<file path="src/rtl/seven_seg_capture_if.sv">
// Display-bus bundle between a seven-segment driver (master) and the capture monitor (slave).
// Segment and digit-enable lines are active-low.
interface seven_seg_capture_if;
    logic [6:0] seg;
    logic [1:0] an;
    logic [3:0] digit0;
    logic [3:0] digit1;
    logic [1:0] valid;
    logic       frame_pulse;
    logic       err_pulse;
    logic [6:0] err_seg;
    logic       stale;

    modport master (
        output seg, an,
        input  digit0, digit1, valid, frame_pulse, err_pulse, err_seg, stale
    );

    modport slave (
        input  seg, an,
        output digit0, digit1, valid, frame_pulse, err_pulse, err_seg, stale
    );
endinterface

</file>
<file path="src/rtl/seven_seg_capture.sv">
// Receive-side monitor for a two-digit multiplexed seven-segment bus: debounces the
// {an,seg} lines, decodes stable patterns to hex digits and flags errors and staleness.
module seven_seg_capture #(
    parameter int STABLE_CYCLES  = 4,
    parameter int TIMEOUT_CYCLES = 2**20
) (
    input logic                clk,
    input logic                reset,
    seven_seg_capture_if.slave bus
);
    localparam int SW = $clog2(STABLE_CYCLES + 1);
    localparam int TW = $clog2(TIMEOUT_CYCLES + 1);
    localparam logic [SW-1:0] STAB_MAX = SW'(STABLE_CYCLES);
    localparam logic [TW-1:0] TMO_MAX  = TW'(TIMEOUT_CYCLES);
    localparam logic [8:0]    IDLE_SMP = {2'b11, 7'h7F};

    // {found, value}: found=0 for blank and for any code outside the hex table
    function automatic logic [4:0] seg_decode(input logic [6:0] s);
        logic [4:0] r;
        case (s)
            7'h01:   r = {1'b1, 4'h0};
            7'h4F:   r = {1'b1, 4'h1};
            7'h12:   r = {1'b1, 4'h2};
            7'h06:   r = {1'b1, 4'h3};
            7'h4C:   r = {1'b1, 4'h4};
            7'h24:   r = {1'b1, 4'h5};
            7'h20:   r = {1'b1, 4'h6};
            7'h0F:   r = {1'b1, 4'h7};
            7'h00:   r = {1'b1, 4'h8};
            7'h04:   r = {1'b1, 4'h9};
            7'h08:   r = {1'b1, 4'hA};
            7'h60:   r = {1'b1, 4'hB};
            7'h72:   r = {1'b1, 4'hC};
            7'h42:   r = {1'b1, 4'hD};
            7'h10:   r = {1'b1, 4'hE};
            7'h38:   r = {1'b1, 4'hF};
            default: r = 5'b0;
        endcase
        return r;
    endfunction

    logic [8:0]    smp_q,     smp_d;
    logic [SW-1:0] cnt_q,     cnt_d;
    logic [3:0]    digit0_q,  digit0_d;
    logic [3:0]    digit1_q,  digit1_d;
    logic [1:0]    valid_q,   valid_d;
    logic [1:0]    flag_q,    flag_d;
    logic          frame_q,   frame_d;
    logic          err_q,     err_d;
    logic [6:0]    err_seg_q, err_seg_d;
    logic          stale_q,   stale_d;
    logic [TW-1:0] tmo_q,     tmo_d;

    logic       same;
    logic       stable_ev;
    logic       one_hot;
    logic       blank;
    logic [4:0] dec;
    logic       capture;
    logic [1:0] flag_new;

    always_comb begin
        smp_d     = {bus.an, bus.seg};
        cnt_d     = '0;
        digit0_d  = digit0_q;
        digit1_d  = digit1_q;
        valid_d   = valid_q;
        flag_d    = flag_q;
        frame_d   = 1'b0;
        err_d     = 1'b0;
        err_seg_d = err_seg_q;
        stale_d   = stale_q;
        tmo_d     = tmo_q;
        flag_new  = flag_q;

        same = (smp_d == smp_q);
        if (same) begin
            cnt_d = (cnt_q == STAB_MAX) ? cnt_q : cnt_q + 1'b1;
        end

        // The event fires on the edge that takes the run count to its limit, so the
        // pattern being captured is the one already held in smp_q.
        stable_ev = same && (cnt_q == STAB_MAX - 1'b1);
        one_hot   = (smp_q[8:7] == 2'b10) || (smp_q[8:7] == 2'b01);
        blank     = (smp_q[6:0] == 7'h7F);
        dec       = seg_decode(smp_q[6:0]);
        capture   = stable_ev && one_hot && !blank && dec[4];

        if (capture) begin
            if (smp_q[7] == 1'b0) begin
                digit0_d    = dec[3:0];
                valid_d[0]  = 1'b1;
                flag_new[0] = 1'b1;
            end else begin
                digit1_d    = dec[3:0];
                valid_d[1]  = 1'b1;
                flag_new[1] = 1'b1;
            end
            if (&flag_new) begin
                frame_d = 1'b1;
                flag_d  = 2'b00;
            end else begin
                flag_d  = flag_new;
            end
            tmo_d   = '0;
            stale_d = 1'b0;
        end else begin
            if (stable_ev && one_hot && !blank) begin
                err_d     = 1'b1;
                err_seg_d = smp_q[6:0];
            end
            // Counter parks at the limit; stale stays set until the next capture.
            if (tmo_q != TMO_MAX) begin
                tmo_d = tmo_q + 1'b1;
                if (tmo_q + 1'b1 == TMO_MAX) begin
                    stale_d = 1'b1;
                    valid_d = 2'b00;
                    flag_d  = 2'b00;
                end
            end
        end
    end

    always_ff @(posedge clk) begin
        if (reset) begin
            smp_q     <= IDLE_SMP;
            cnt_q     <= '0;
            digit0_q  <= '0;
            digit1_q  <= '0;
            valid_q   <= '0;
            flag_q    <= '0;
            frame_q   <= 1'b0;
            err_q     <= 1'b0;
            err_seg_q <= '0;
            stale_q   <= 1'b0;
            tmo_q     <= '0;
        end else begin
            smp_q     <= smp_d;
            cnt_q     <= cnt_d;
            digit0_q  <= digit0_d;
            digit1_q  <= digit1_d;
            valid_q   <= valid_d;
            flag_q    <= flag_d;
            frame_q   <= frame_d;
            err_q     <= err_d;
            err_seg_q <= err_seg_d;
            stale_q   <= stale_d;
            tmo_q     <= tmo_d;
        end
    end

    assign bus.digit0      = digit0_q;
    assign bus.digit1      = digit1_q;
    assign bus.valid       = valid_q;
    assign bus.frame_pulse = frame_q;
    assign bus.err_pulse   = err_q;
    assign bus.err_seg     = err_seg_q;
    assign bus.stale       = stale_q;
endmodule

</file>
<file path="src/flat_wrapper.sv">
// flat-port wrapper written by rule: the top's interface ports become plain ports
module seven_seg_capture_flat 
#(
    parameter int STABLE_CYCLES  = 4,
    parameter int TIMEOUT_CYCLES = 2**20
)
  (clk, reset, bus_seg, bus_an, bus_digit0, bus_digit1, bus_valid, bus_frame_pulse, bus_err_pulse, bus_err_seg, bus_stale);
  seven_seg_capture_if bus_i ();
  input logic clk;
  input logic reset;
  input wire logic [$bits(bus_i.seg)-1:0] bus_seg;
  input wire logic [$bits(bus_i.an)-1:0] bus_an;
  output wire logic [$bits(bus_i.digit0)-1:0] bus_digit0;
  output wire logic [$bits(bus_i.digit1)-1:0] bus_digit1;
  output wire logic [$bits(bus_i.valid)-1:0] bus_valid;
  output wire logic [$bits(bus_i.frame_pulse)-1:0] bus_frame_pulse;
  output wire logic [$bits(bus_i.err_pulse)-1:0] bus_err_pulse;
  output wire logic [$bits(bus_i.err_seg)-1:0] bus_err_seg;
  output wire logic [$bits(bus_i.stale)-1:0] bus_stale;
  assign bus_i.seg = bus_seg;
  assign bus_i.an = bus_an;
  assign bus_digit0 = bus_i.digit0;
  assign bus_digit1 = bus_i.digit1;
  assign bus_valid = bus_i.valid;
  assign bus_frame_pulse = bus_i.frame_pulse;
  assign bus_err_pulse = bus_i.err_pulse;
  assign bus_err_seg = bus_i.err_seg;
  assign bus_stale = bus_i.stale;
  seven_seg_capture #(.STABLE_CYCLES(STABLE_CYCLES), .TIMEOUT_CYCLES(TIMEOUT_CYCLES)) u_core (.clk(clk), .reset(reset), .bus(bus_i));
endmodule
</file>
<file path="config.mk">
export PLATFORM = sky130hd
export DESIGN_NAME = seven_seg_capture_flat
export DESIGN_NICKNAME = d
export VERILOG_FILES = /design/src/rtl/seven_seg_capture_if.sv /design/src/rtl/seven_seg_capture.sv /design/src/flat_wrapper.sv
export SDC_FILE = /design/constraint.sdc
export NUM_CORES = 1
export LEC_CHECK = 0
export CAP_MARGIN = 20
export CORE_ASPECT_RATIO = 1.2
export CORE_MARGIN = 1
export CORE_UTILIZATION = 57
export DETAILED_ROUTE_END_ITERATION = 8
export MAX_ROUTING_LAYER = met4
export PLACE_DENSITY = 0.81
export REMOVE_ABC_BUFFERS = 1
export SKIP_LAST_GASP = 1
export SYNTH_ARGS = -nofsm -noshare
export SYNTH_HDL_FRONTEND = slang
export SYNTH_SLANG_ARGS = --single-unit
</file>
<file path="constraint.sdc">
create_clock -name clk -period 5.5 [get_ports clk]
set_input_delay 1.65 -clock clk [delete_from_list [all_inputs] [get_ports clk]]
set_output_delay 1.65 -clock clk [all_outputs]
set_load 0.005 [all_outputs]
</file>
==> impl_metrics.tcl, run 1 <==
set metrics [dict create \
    outcome "completed" \
    clockPowerShare_pct 34.0 \
    slew_headroom_pct 52.8 \
    p_int_w 0.000546 \
    io_buffers 30 \
    hold-worst-slack_ns 0.457 \
    dp_worst_setup_slack_ns 1.42 \
    post_cts_buffers 0 \
    ys.warnings.count 0 \
    synth_edf_count 0 \
    hp-class "reg -> reg" \
    die_area_sq_mm 0.00555 \
    layout_commonest_cell "dfxtp_1" \
    nets 381 \
    synth_fa_ha_area_share_pct 2.09 \
    path_class "in -> reg" \
    grt_pass1_vias 2406 \
    critPathLaunchType "input pin" \
    wl_per_cell_microns 14.1 \
    clock-skew-final_ns 0.00450 \
    netlist_area_sq_mm 0.00300 \
    slew_viol_final 0 \
    cts_tree "yes" \
    synth_area_leader_cell "dfxtp_1" \
    synth_flop_cell "dfxtp_1" \
    end_kind "flip-flop" \
    ctsResizeCount 0 \
    drive_gt1_share_pct 9.02 \
    avgSynthCellArea_sq_um 8.64 \
    fillCellCount 440 \
    setup_violations 0 \
    synth_top_family_by_area "simple AND/OR/NAND/NOR gates" \
    coreArea_sq_mm 0.00501 \
    ir_drop_mv 0.145 \
    p_seq_share_pct 59.1 \
    rrSetupSlack_ns 2.63 \
    ctsHoldBuffers 0 \
    drt_pre_antenna_iters 4 \
    clockBufferDepth 2 \
    postRouteWirelength_microns 6020 \
    critical_path_arrival_ns 3.89 \
    clock.fmax_mhz 271 \
    area_growth_pct 12.7 \
    start_util_pct 59.8 \
    synth_compound_area_share_pct 12.4 \
    ys_top_cells_by_area "dfxtp_1 37%, xnor2_1 6.7%, nor2_1 6.0%, mux2i_1 3.7%, xor2_1 3.2%" \
    final_cell_mix "55 x dfxtp_1, 48 x nor2_1, 30 x clkdlybuf4s50_1" \
    reg2reg_depth 7 \
    grt_max_degree 36 \
    clkLatencyLatePin_ns 0.30 \
    p_per_area_mw_per_mm2 211 \
    crit_fanout 19 \
    setup_ws_ns 1.81 \
    required_ns 5.69 \
    drc 0 \
    grt.total_usage_pct 24.8 \
    numCtsBuffers 5 \
    h-tree-depth 2 \
    vias_per_cell 5.71 \
    antenna_found_initial 0 \
    synth_top_area_share_pct 36.7 \
    min_path_cells 2 \
    cap_violations 0 \
    min_period_ns 3.69 \
    cts.reportedPaths.clkPinSlew_ns 0.09 \
    post-route-period-util_pct 67.1 \
    p_leak_nw 1.14 \
    grt_pass1_wl_microns 10300 \
    io-pin-count 31 \
    synth_xor_xnor_area_share_pct 9.94 \
    ant_nets 0 \
    p_sw_share_pct 23.2 \
    muxShareOfSynthArea_pct 4.05 \
    finalSetupTns_ns 0 \
    die_w_microns 68.2 \
    hold_violations 0 \
    yosys.area_share.simple_pct 30.0 \
    r2r-start "u_core.smp_q[5]$_SDFF_PP1_" \
    ys_async_sr_fraction_pct 0 \
    clock-sinks 55 \
    synth_seq_area_share_pct 36.7 \
    yosysUniqueCellTypes 65 \
    combPwrFrac_pct 7.0 \
    core.rowCount 28 \
    rsz0062_at_grt "no" \
    hold_end "u_core.bus.stale$_SDFFE_PP0P_" \
    gr-total-overflow 0 \
    timing.rr.end "u_core.tmo_q[10]$_SDFFE_PP0P_" \
    hp-start "u_core.bus.stale$_SDFFE_PP0P_" \
    vias 2432 \
    drtIter0Drc 146 \
    p_sw_w 0.000165 \
    worstMarginPinSlew_ns 0.708 \
    root_buffer "clkbuf_8" \
    synth-seq-cells 55 \
    antenna-diode-count 0 \
    synthCells 347 \
    dp_hpwl_microns 4410 \
    die_h_microns 81.4 \
    place.gp.congestion 0.871 \
]
-- worst max-delay path by stage --
stage	start	endpoint	slack, ns	depth (start not counted)
after floorplan	bus_seg[5]	u_core.tmo_q[3]$_SDFFE_PP0P_	2.30	7
after global placement	bus_an[0]	u_core.tmo_q[12]$_SDFFE_PP0P_	1.55	8
after detailed placement	bus_seg[6]	u_core.tmo_q[5]$_SDFFE_PP0P_	1.42	8
after CTS	bus_seg[6]	u_core.tmo_q[10]$_SDFFE_PP0P_	1.76	8
after global routing	bus_seg[6]	u_core.tmo_q[10]$_SDFFE_PP0P_	1.65	8
final	bus_seg[6]	u_core.tmo_q[10]$_SDFFE_PP0P_	1.81	8
-- worst max-delay path, cell delays in order --
cell	delay [ns]
clkdlybuf4s50_1	0.50
xnor2_1	0.14
nand4_1	0.20
nor4_4	0.35
o31ai_4	0.18
nand2b_1	0.55
nand2b_4	0.28
nor2_1	0.05
-- through the flow --
stage	power, W	utilization [%]	area, sq um	cells
final	0.000711	67.4	3380	426
after global routing	0.000739	67.4	3380	426
after CTS	0.000716	67.4	3380	426
after global placement	0.000477	65.4	3280	418
after detailed placement	0.000479	65.4	3280	418
after floorplan	0.000458	-	2890	327
-- cell usage after synthesis (2+ instances only) --
| master | number |
|---|---|
| nor2b_1 | 3 |
| ha_1 | 5 |
| clkbuf_1 | 6 |
| mux2i_1 | 11 |
| o21bai_1 | 4 |
| and3_1 | 2 |
| nor4_1 | 4 |
| inv_1 | 10 |
| nand2_1 | 19 |
| and2_1 | 3 |
| nor4b_1 | 2 |
| xnor2_1 | 23 |
| o31ai_1 | 2 |
| nand4b_1 | 2 |
| nand4_1 | 6 |
| nand3_1 | 18 |
| nor3_1 | 10 |
| buf_6 | 2 |
| or2_2 | 9 |
| dfxtp_1 | 55 |
| or3_1 | 4 |
| o21ai_0 | 12 |
| a21oi_1 | 16 |
| nor2_1 | 48 |
| buf_2 | 10 |
| nand3b_1 | 3 |
| or4_1 | 2 |
| nor3b_1 | 3 |
| xor2_1 | 11 |
| nand2b_1 | 4 |
| or3b_1 | 4 |
-- layout make-up --
class	count	area (sq um)	area share (%)
timing repair buffer	31	308	9.12
clock buffer	8	100	2.97
inverter	10	37.5	1.11
sequential	55	1100	32.6
tap	60	75.1	2.22
multi-input combinational	262	1750	52.0
-- state kept, by name, indices dropped and copies added (netlist names), 2 cells and up --
name,flops
u_core.bus.digit0,4
u_core.flag_q,2
u_core.cnt_q,3
u_core.bus.digit1,4
u_core.bus.err_seg,7
u_core.smp_q,9
u_core.tmo_q,21
u_core.bus.valid,2
-- kinds of logic (layout without fill, tap and decap cells) --
logic type | after synthesis | count (layout)
multiplexers | 12 | 12
AND/OR/NAND/NOR | 160 | 160
flip-flops | 55 | 55
AO/OA/AOI/OAI | 51 | 51
XOR/XNOR | 34 | 34
buffers and inverters | 30 | 49
adder cells (fa/ha/maj) | 5 | 5
-- power by group through the flow --
stage	clock network (W)	logic [W]	registers, W
6_report	0.000242	0.0000495	0.000420
5_1_grt	0.000262	0.0000551	0.000423
4_1_cts	0.000246	0.0000498	0.000420
3_5_place_dp	0	0.0000498	0.000429
3_3_place_gp	0	0.0000481	0.000429
2_1_floorplan	0	0.0000331	0.000425
-- metal layers --
metal | up-vias | wire (microns) | GRT usage, %
met3 | 12 | 217 | 4.58
met4 | 0 | 127 | 11.0
met1 | 1127 | 2610 | 26.7
met5 | - | 0 | -
li1 | 1241 | - | -
met2 | 52 | 3060 | 43.3
No activity file was read; power rests on OpenSTA's default activity.
==> run 2: changes to the inputs <==
- clock period: 5.5 -> 3.6 ns (I/O delays scaled with it)
==> run 2 against run 1 <==
Net effect: sequential power up 52%; largest cell class unchanged; setup slack got worse by 1.1 ns; clock power increased by 37%; register-to-register slack lost 1.7 ns; core utilization grew 0.075 points.
==> impl_metrics.tcl, run 2 (synthesis results as in run 1) <==
set metrics [dict create \
    outcome "completed" \
    dp_cells 421 \
    grt_max_degree 29 \
    post_cts_buffers 0 \
    p_per_area_mw_per_mm2 312 \
    drt_pre_antenna_iters 4 \
    core.rowCount 28 \
    ant_nets 0 \
    final_cell_mix "55 x dfxtp_1, 48 x nor2_1, 30 x clkdlybuf4s50_1" \
    coreArea_sq_mm 0.00501 \
    clockBufferDepth 2 \
    p_leak_nw 1.14 \
    registers.top_by_ff_count "u_core.tmo_q" \
    min_period_ns 2.89 \
    h-tree-depth 2 \
    drive_gt1_share_pct 9.49 \
    start_util_pct 59.8 \
    antenna_found_initial 0 \
    cap_violations 0 \
    nets 384 \
    clock.fmax_mhz 346 \
    vias_per_cell 5.79 \
    wl_per_cell_microns 14.2 \
    slew_headroom_pct 52.4 \
    area_growth_pct 12.8 \
    layout_commonest_cell "dfxtp_1" \
    post-route-period-util_pct 80.2 \
    setup_violations 0 \
    rsz0062_at_grt "no" \
    postRouteWirelength_microns 6080 \
    place.gp.congestion 0.936 \
    grt_pass1_wl_microns 9950 \
    grt_pass1_vias 2185 \
    largest_reg_flops 21 \
    cts_tree "yes" \
    io-pin-count 31 \
    io_buffers 30 \
    root_buffer "clkbuf_8" \
    critical_path_arrival_ns 3.09 \
    end_kind "flip-flop" \
    die_w_microns 68.2 \
    gr-total-overflow 0 \
    antenna-diode-count 0 \
    grt.total_usage_pct 24.5 \
    die_area_sq_mm 0.00555 \
    ir_drop_mv 0.211 \
    dp_hpwl_microns 4350 \
    slew_viol_final 0 \
    crit_fanout 10 \
    drc 0 \
    hp-class "reg -> reg" \
    critPathLaunchType "input pin" \
    numCtsBuffers 5 \
    finalSetupTns_ns 0 \
    hold_violations 0 \
    drtIter0Drc 130 \
    hold-worst-slack_ns 0.459 \
    die_h_microns 81.4 \
    path_class "in -> reg" \
    required_ns 3.81 \
    fin_util_pct 67.5 \
    ctsResizeCount 0 \
    clock-skew-final_ns 0.00544 \
    clkLatencyLatePin_ns 0.31 \
    dpl_cell_area_sq_mm 0.00330 \
    vias 2486 \
    ctsHoldBuffers 0 \
    design_area_sq_mm 0.00338 \
    instances_no_fill 429 \
    clock-sinks 55 \
    cts.reportedPaths.clkPinSlew_ns 0.09 \
    worstMarginPinSlew_ns 0.714 \
]
==> run 2: cell count changes in the layout (fill, tap and decap cells not counted) <==
cell and change:
clkbuf_1 +1, clkbuf_8 -2, clkinv_2 +1, buf_4 +3
==> run 2: cell type report <==
class	count	area, sq um
Multi-Input combinational cell	262	1750
Fill cell	410	1630
Sequential cell	55	1100
Timing Repair Buffer	34	330
Clock buffer	7	76.3
Tap cell	60	75.1
Inverter	10	37.5
Clock inverter	1	5.00
==> run 2: stage by stage <==
stage / setup slack, ns / power, W
after floorplan: 0.971 / 0.000699
after global placement: 0.410 / 0.000733
after detailed placement: 0.366 / 0.000736
after global routing: 0.585 / 0.00110
after CTS: 0.705 / 0.00107
final: 0.711 / 0.00105
==> run 2: worst paths after layout <==
| check | slack, ns | end | depth (start not counted) | start |
|---|---|---|---|---|
| setup / recovery | 0.71 | u_core.tmo_q[4]$_SDFFE_PP0P_ | 8 | bus_seg[0] |
| hold / removal | 0.46 | u_core.bus.stale$_SDFFE_PP0P_ | 2 | u_core.bus.stale$_SDFFE_PP0P_ |
| setup reg to reg | 0.95 | u_core.tmo_q[4]$_SDFFE_PP0P_ | 7 | u_core.smp_q[3]$_SDFF_PP1_ |
| hold reg to reg | 0.46 | u_core.bus.stale$_SDFFE_PP0P_ | 2 | u_core.bus.stale$_SDFFE_PP0P_ |
==> run 2: critical path, stage by stage <==
cell and delay, ns:
clkdlybuf4s50_1 0.49, xnor2_1 0.13, nand4_1 0.18, nor4_4 0.36, o31ai_4 0.19, nand2b_1 0.35, buf_4 0.26, nor2_1 0.06
==> run 2: power breakdown <==
part | total [W] | internal (W) | switching [W]
Combinational | 0.0000837 | 0.0000443 | 0.0000394
Sequential | 0.000638 | 0.000616 | 0.0000222
Clock | 0.000332 | 0.000137 | 0.000195
Total | 0.00105 | 0.000798 | 0.000257
==> run 2: layer usage <==
layer	routed length (microns)	track usage (%)	vias to the layer above
met5	0	-	-
met4	157	11.7	0
met3	219	4.58	15
met2	2940	39.4	58
met1	2760	29.0	1168
li1	-	-	1245
==> variant 1 (flow settings as in run 2) <==
Reset style: asynchronous (`reset`), changed in one clocked block.
--- a/src/rtl/seven_seg_capture.sv
+++ b/src/rtl/seven_seg_capture.sv
@@ -121,7 +121,7 @@
         end
     end
 
-    always_ff @(posedge clk) begin
+    always_ff @(posedge clk or posedge reset) begin
         if (reset) begin
             smp_q     <= IDLE_SMP;
             cnt_q     <= '0;
Check against the original RTL: differs if reset is asserted again (counterexample within 10 cycles, from zero or initial values and one cycle with reset high); with reset held inactive, the same outputs for 10 cycles.
==> variant 1 against run 2 <==
The flow now finishes with violations (design-rule violations); sequential power rose by 2%; setup slack got worse by 0.12 ns; combinational power fell by 25%; non-clock buffer count did not move; area after synthesis rose by 9.4%; synthesized cell count fell by 1.4%; routed wire length rose by 10%; total power rose by 0.82%; first-iteration DRC count rose by 94%; core utilization rose by 0.096 points; sequential cell count did not move; register-to-register slack got worse by 0.09 ns; design area rose by 8.1%; critical endpoint is now u_core.bus.digit0[0]$_DFFE_PP0P_; largest power group unchanged.
==> variant 1: results (changes against run 2) <==
** Global routing
- The overall fraction of global-route tracks in use was 24.2% (-0.26 points).
- Global Route met2 Usage :: 37.9% (-1.5 points)
- Vias in the first global route :: 2,334 (+6.8%)
- The pin count of the biggest net entering global routing came to 22 (-24%).
- GRT met1 Usage :: 31.1% (+2.1 points)

** Place
- Final GP Congestion :: 1.03 (+9.6%)

** Setup path
- Worst Path Max Fanout :: 8 (-2)
- Largest incremental delay on the critical path :: 0.44 ns (-0.05 ns)
- Register-to-register setup slack :: 0.86 ns (-0.09 ns)

** Cells and area
- The number of non-clock inverters in the layout was 11 (+1).
- Share of cells above drive strength 1 :: 12.9% (+3.4 points)
- The total number of nets in the final design came to 372 (-3.1%).
- The non-clock buffer share of cell area was 9.04% (-0.73 points).
- Register share of the cell area :: 38.0% (+5.4 points)

** Drt
- The wire length after detailed routing came to 6710 µm (+10%).
- First drt pass iteration count :: 7 (+3)
- Detailed router's first-iteration violation count :: 252 (+94%)
- Wire length on met2 :: 3270 µm (+11%)
- Detailed-route DRC error count :: 5 (+5)

** Status
- The checks that failed: design-rule violations.
- The run finished, with violations left.

** Floorplan
- Overall die width :: 71.2 µm (+4.5%)

** STA
- Slew at the pin closest to its max-slew limit :: 0.589 ns (-0.125 ns)

** Yosys
- Largest cells by area after synthesis :: sky130_fd_sc_hd__dfrtp_1 35%, sky130_fd_sc_hd__dfstp_2 7.2%, sky130_fd_sc_hd__xor2_1 4.8%, sky130_fd_sc_hd__xnor2_1 4.3%, sky130_fd_sc_hd__mux2_2 4.1%

** Worst hold path
- The cell depth of the worst hold path was 1 (-1).

** Power and ir drop
- The static leakage was 1.46 nW (+28%).
- The power of the combinational group is 0.0000630 W (-25%).
variant 1: cell types whose count changed in the layout (fill, tap and decap cells not counted), sizes merged, moves of 8 or more:
cell   delta
dfrtp    +46
dfstp     +9
dfxtp    -55
mux2     +15
mux2i     -8
nor2     -15
nor4      +8
variant 1: cell families (layout without fill, tap and decap cells):
family	count (synthesis)	in the layout	synth area share, %
adder cells (fa/ha/maj)	5	5	1.91
multiplexers	19	19	6.41
buffers and inverters	38	53	5.19
flip-flops	55	55	42.3
AO/OA/AOI/OAI	44	44	9.62
XOR/XNOR	34	34	9.08
AND/OR/NAND/NOR	147	147	25.5
variant 1: per-stage QoR:
stage | hold slack [ns] | utilization, % | cells | setup slack, ns | power (W)
3_3_place_gp | 0.475 | 65.8 | 411 | 0.356 | 0.000721
3_5_place_dp | 0.484 | 65.8 | 411 | 0.285 | 0.000722
6_report | 0.505 | 67.6 | 419 | 0.592 | 0.00106
4_1_cts | 0.508 | 67.6 | 419 | 0.616 | 0.00107
5_1_grt | 0.521 | 67.6 | 419 | 0.432 | 0.00110
2_1_floorplan | 0.489 | - | 315 | 0.708 | 0.000693
variant 1: how the worst max path moves through the flow:
stage	startpoint	to	slack [ns]	cells past startpoint
floorplan	bus_an[0]	u_core.bus.digit0[0]$_DFFE_PP0P_	0.71	6
global placement	bus_seg[3]	u_core.bus.digit0[0]$_DFFE_PP0P_	0.36	7
detailed placement	bus_an[0]	u_core.bus.digit0[0]$_DFFE_PP0P_	0.29	7
CTS	bus_seg[0]	u_core.bus.digit0[0]$_DFFE_PP0P_	0.62	7
global route	bus_an[0]	u_core.bus.digit0[0]$_DFFE_PP0P_	0.43	7
finish	bus_seg[0]	u_core.bus.digit0[0]$_DFFE_PP0P_	0.59	7
==> variant 2 (config.mk and constraints of run 2) <==
Made on the original files. `STABLE_CYCLES` is set to 4 in 2 places; all go to 8.
--- a/src/rtl/seven_seg_capture.sv
+++ b/src/rtl/seven_seg_capture.sv
@@ -1,7 +1,7 @@
 // Receive-side monitor for a two-digit multiplexed seven-segment bus: debounces the
 // {an,seg} lines, decodes stable patterns to hex digits and flags errors and staleness.
 module seven_seg_capture #(
-    parameter int STABLE_CYCLES  = 4,
+    parameter int STABLE_CYCLES  = 8,
     parameter int TIMEOUT_CYCLES = 2**20
 ) (
     input logic                clk,
--- a/src/flat_wrapper.sv
+++ b/src/flat_wrapper.sv
@@ -1,7 +1,7 @@
 // flat-port wrapper written by rule: the top's interface ports become plain ports
 module seven_seg_capture_flat 
 #(
-    parameter int STABLE_CYCLES  = 4,
+    parameter int STABLE_CYCLES  = 8,
     parameter int TIMEOUT_CYCLES = 2**20
 )
   (clk, reset, bus_seg, bus_an, bus_digit0, bus_digit1, bus_valid, bus_frame_pulse, bus_err_pulse, bus_err_seg, bus_stale);
Formal check against the unedited RTL: not equivalent (a bounded check fails within 10 cycles, from zero or initial values and one cycle with reset high).
==> variant 2 against run 2 <==
Setup slack lost 0.29 ns; maximum frequency is 9.1% lower; largest power group unchanged; sequential cell count increased by 1; largest cell class unchanged; total power up 8.6%; global-route usage decreased by 0.87 points; sequential share of layout area fell by 0.59 points; count of clock-buffer cells in the layout shrank 2; area after synthesis up 3.1%; clock skew up 0.0056 ns; design area increased by 3.7%; die area grew 3.0%; routed wire length increased by 6.6%.
==> variant 2: results (changes against run 2) <==
** Status
- The flow ran to the end, and the final reports show no timing, DRC or antenna violations.

** Place
- The placed standard-cell area is 0.00339 mm² (+2.8%).
- The pre-CTS setup slack is 0.110 ns (-0.256 ns).
- The half-perimeter wire length after detailed placement was 4790 µm (+10%).
- Final GP Congestion :: 0.930 (-0.62%)

** Drt
- Detailed router's first-iteration violation count :: 200 (+54%)
- The total DRC errors in the routed layout is 0 (unchanged).
- The wire length after detailed routing was 6480 µm (+6.6%).

** CTS
- The register clock-pin slew on the reported worst setup and hold paths was 0.11 ns (+0.02 ns).
- Buffer type at the clock tree root :: sky130_fd_sc_hd__clkbuf_8

** Yosys
- Sorting the synthesized cells by how often they occur yields 56 x sky130_fd_sc_hd__dfxtp_1, 50 x sky130_fd_sc_hd__nor2_1, 20 x sky130_fd_sc_hd__xor2_1, 18 x sky130_fd_sc_hd__nor3_1, 15 x sky130_fd_sc_hd__nand3_1.
- After synthesis, the cell types taking the most area are sky130_fd_sc_hd__dfxtp_1 36%, sky130_fd_sc_hd__nor2_1 6.1%, sky130_fd_sc_hd__xor2_1 5.7%, sky130_fd_sc_hd__xnor2_1 3.7%, sky130_fd_sc_hd__mux2i_1 3.6%.
- The count of different cell masters after synthesis was 54 (-17%).
- Sequential share of the synthesized area :: 36.3% (-0.45 points)

** Global routing
- Global-route wire length before repair :: 10,500 µm (+5.8%)
- The via count of the first global-routing pass was 2,349 (+7.5%).
- The overall fraction of global-route tracks in use is 23.6% (-0.87 points).
- The pin count of the biggest net entering global routing was 24 (-17%).

** Cells and area
- The fraction of layout instances using a drive strength above 1 came to 11.7% (+2.2 points).
- Post-layout net count :: 398 (+3.6%)
- Number of filler cells placed in the layout :: 446 (+8.8%)
- N_diodes :: 0 (unchanged)

** STA
- Final worst slack :: 0.423 ns (-0.289 ns)
- The maximum clock skew at final layout was 0.0111 ns (+0.00564 ns).
- Slew at the pin closest to its max-slew limit :: 0.755 ns (+0.0410 ns)

** Setup path
- The internal reg-to-reg setup slack was 0.70 ns (-0.25 ns).
- Worst Path Max Fanout :: 7 (-3)
- In this run the critical register-to-register path is launched from u_core.tmo_q[3]$_SDFFE_PP0P_.
- The cell depth of the worst flop-to-flop path is 7 (unchanged).

** Power and ir drop
- Total leakage power :: 1.29 nW (+12%)
- The worst supply voltage drop on vdd is 228 µV (+7.9%).
## variant 2: cell type report
| type | count | area (µm²) | area share, % |
|---|---|---|---|
| Inverter | 13 | 48.8 | 1.39 |
| Tap cell | 62 | 77.6 | 2.21 |
| Clock inverter | 3 | 46.3 | 1.32 |
| Clock buffer | 5 | 68.8 | 1.96 |
| Multi-Input combinational cell | 270 | 1790 | 51.1 |
| Timing Repair Buffer | 37 | 353 | 10.1 |
| Sequential cell | 56 | 1120 | 32.0 |
## variant 2: logic make-up after synthesis
logic type,Yosys count,share of synthesized area [%]
xor gates and xnor gates,33,9.36
buffers and inverters,40,5.79
AOI/OAI and AO/OA,45,10.8
muxes,18,6.48
adders and majority gates,4,1.62
DFF,56,36.3
and+or+nand+nor,170,29.7
## variant 2: report_power, final
part / internal [W] / switching [W] / leakage (nW)
clock network: 0.000210 / 0.000213 / 0.0548
registers: 0.000627 / 0.0000241 / 0.454
logic: 0.0000365 / 0.0000347 / 0.778
## variant 2: through the flow
step,hold slack [ns],cells,util (%)
floorplan,0.442,339,-
global placement,0.431,438,64.4
detailed placement,0.438,438,64.4
CTS,0.454,446,66.6
global route,0.492,446,66.6
finish,0.453,446,66.6
## variant 2: critical path, stage by stage
cell and delay [ns]:
sky130_fd_sc_hd__clkdlybuf4s50_1 0.43, sky130_fd_sc_hd__xor2_1 0.17, sky130_fd_sc_hd__nor4_1 0.30, sky130_fd_sc_hd__nand4_1 0.18
sky130_fd_sc_hd__nor4_1 0.37, sky130_fd_sc_hd__a21bo_4 0.30, sky130_fd_sc_hd__buf_4 0.16, sky130_fd_sc_hd__or3_1 0.31
sky130_fd_sc_hd__a21oi_1 0.13
## variant 2: worst min path at each step
stage / depth (start not counted) / endpoint / startpoint
after floorplan: 2 / u_core.bus.stale$_SDFFE_PP0P_ / u_core.bus.stale$_SDFFE_PP0P_
after CTS: 2 / u_core.bus.stale$_SDFFE_PP0P_ / u_core.bus.stale$_SDFFE_PP0P_
after global placement: 2 / u_core.bus.stale$_SDFFE_PP0P_ / u_core.bus.stale$_SDFFE_PP0P_
final: 2 / u_core.bus.stale$_SDFFE_PP0P_ / u_core.bus.stale$_SDFFE_PP0P_
after detailed placement: 2 / u_core.bus.stale$_SDFFE_PP0P_ / u_core.bus.stale$_SDFFE_PP0P_
after global routing: 2 / u_core.bus.stale$_SDFFE_PP0P_ / u_core.bus.stale$_SDFFE_PP0P_
## variant 2: layer usage
layer / global-route usage (%) / vias to the layer above / wire (µm)
met5: - / - / 0
met4: 10.8 / 0 / 134
met3: 3.52 / 11 / 228
met2: 42.5 / 69 / 3320
met1: 26.1 / 1214 / 2800
li1: - / 1308 / -
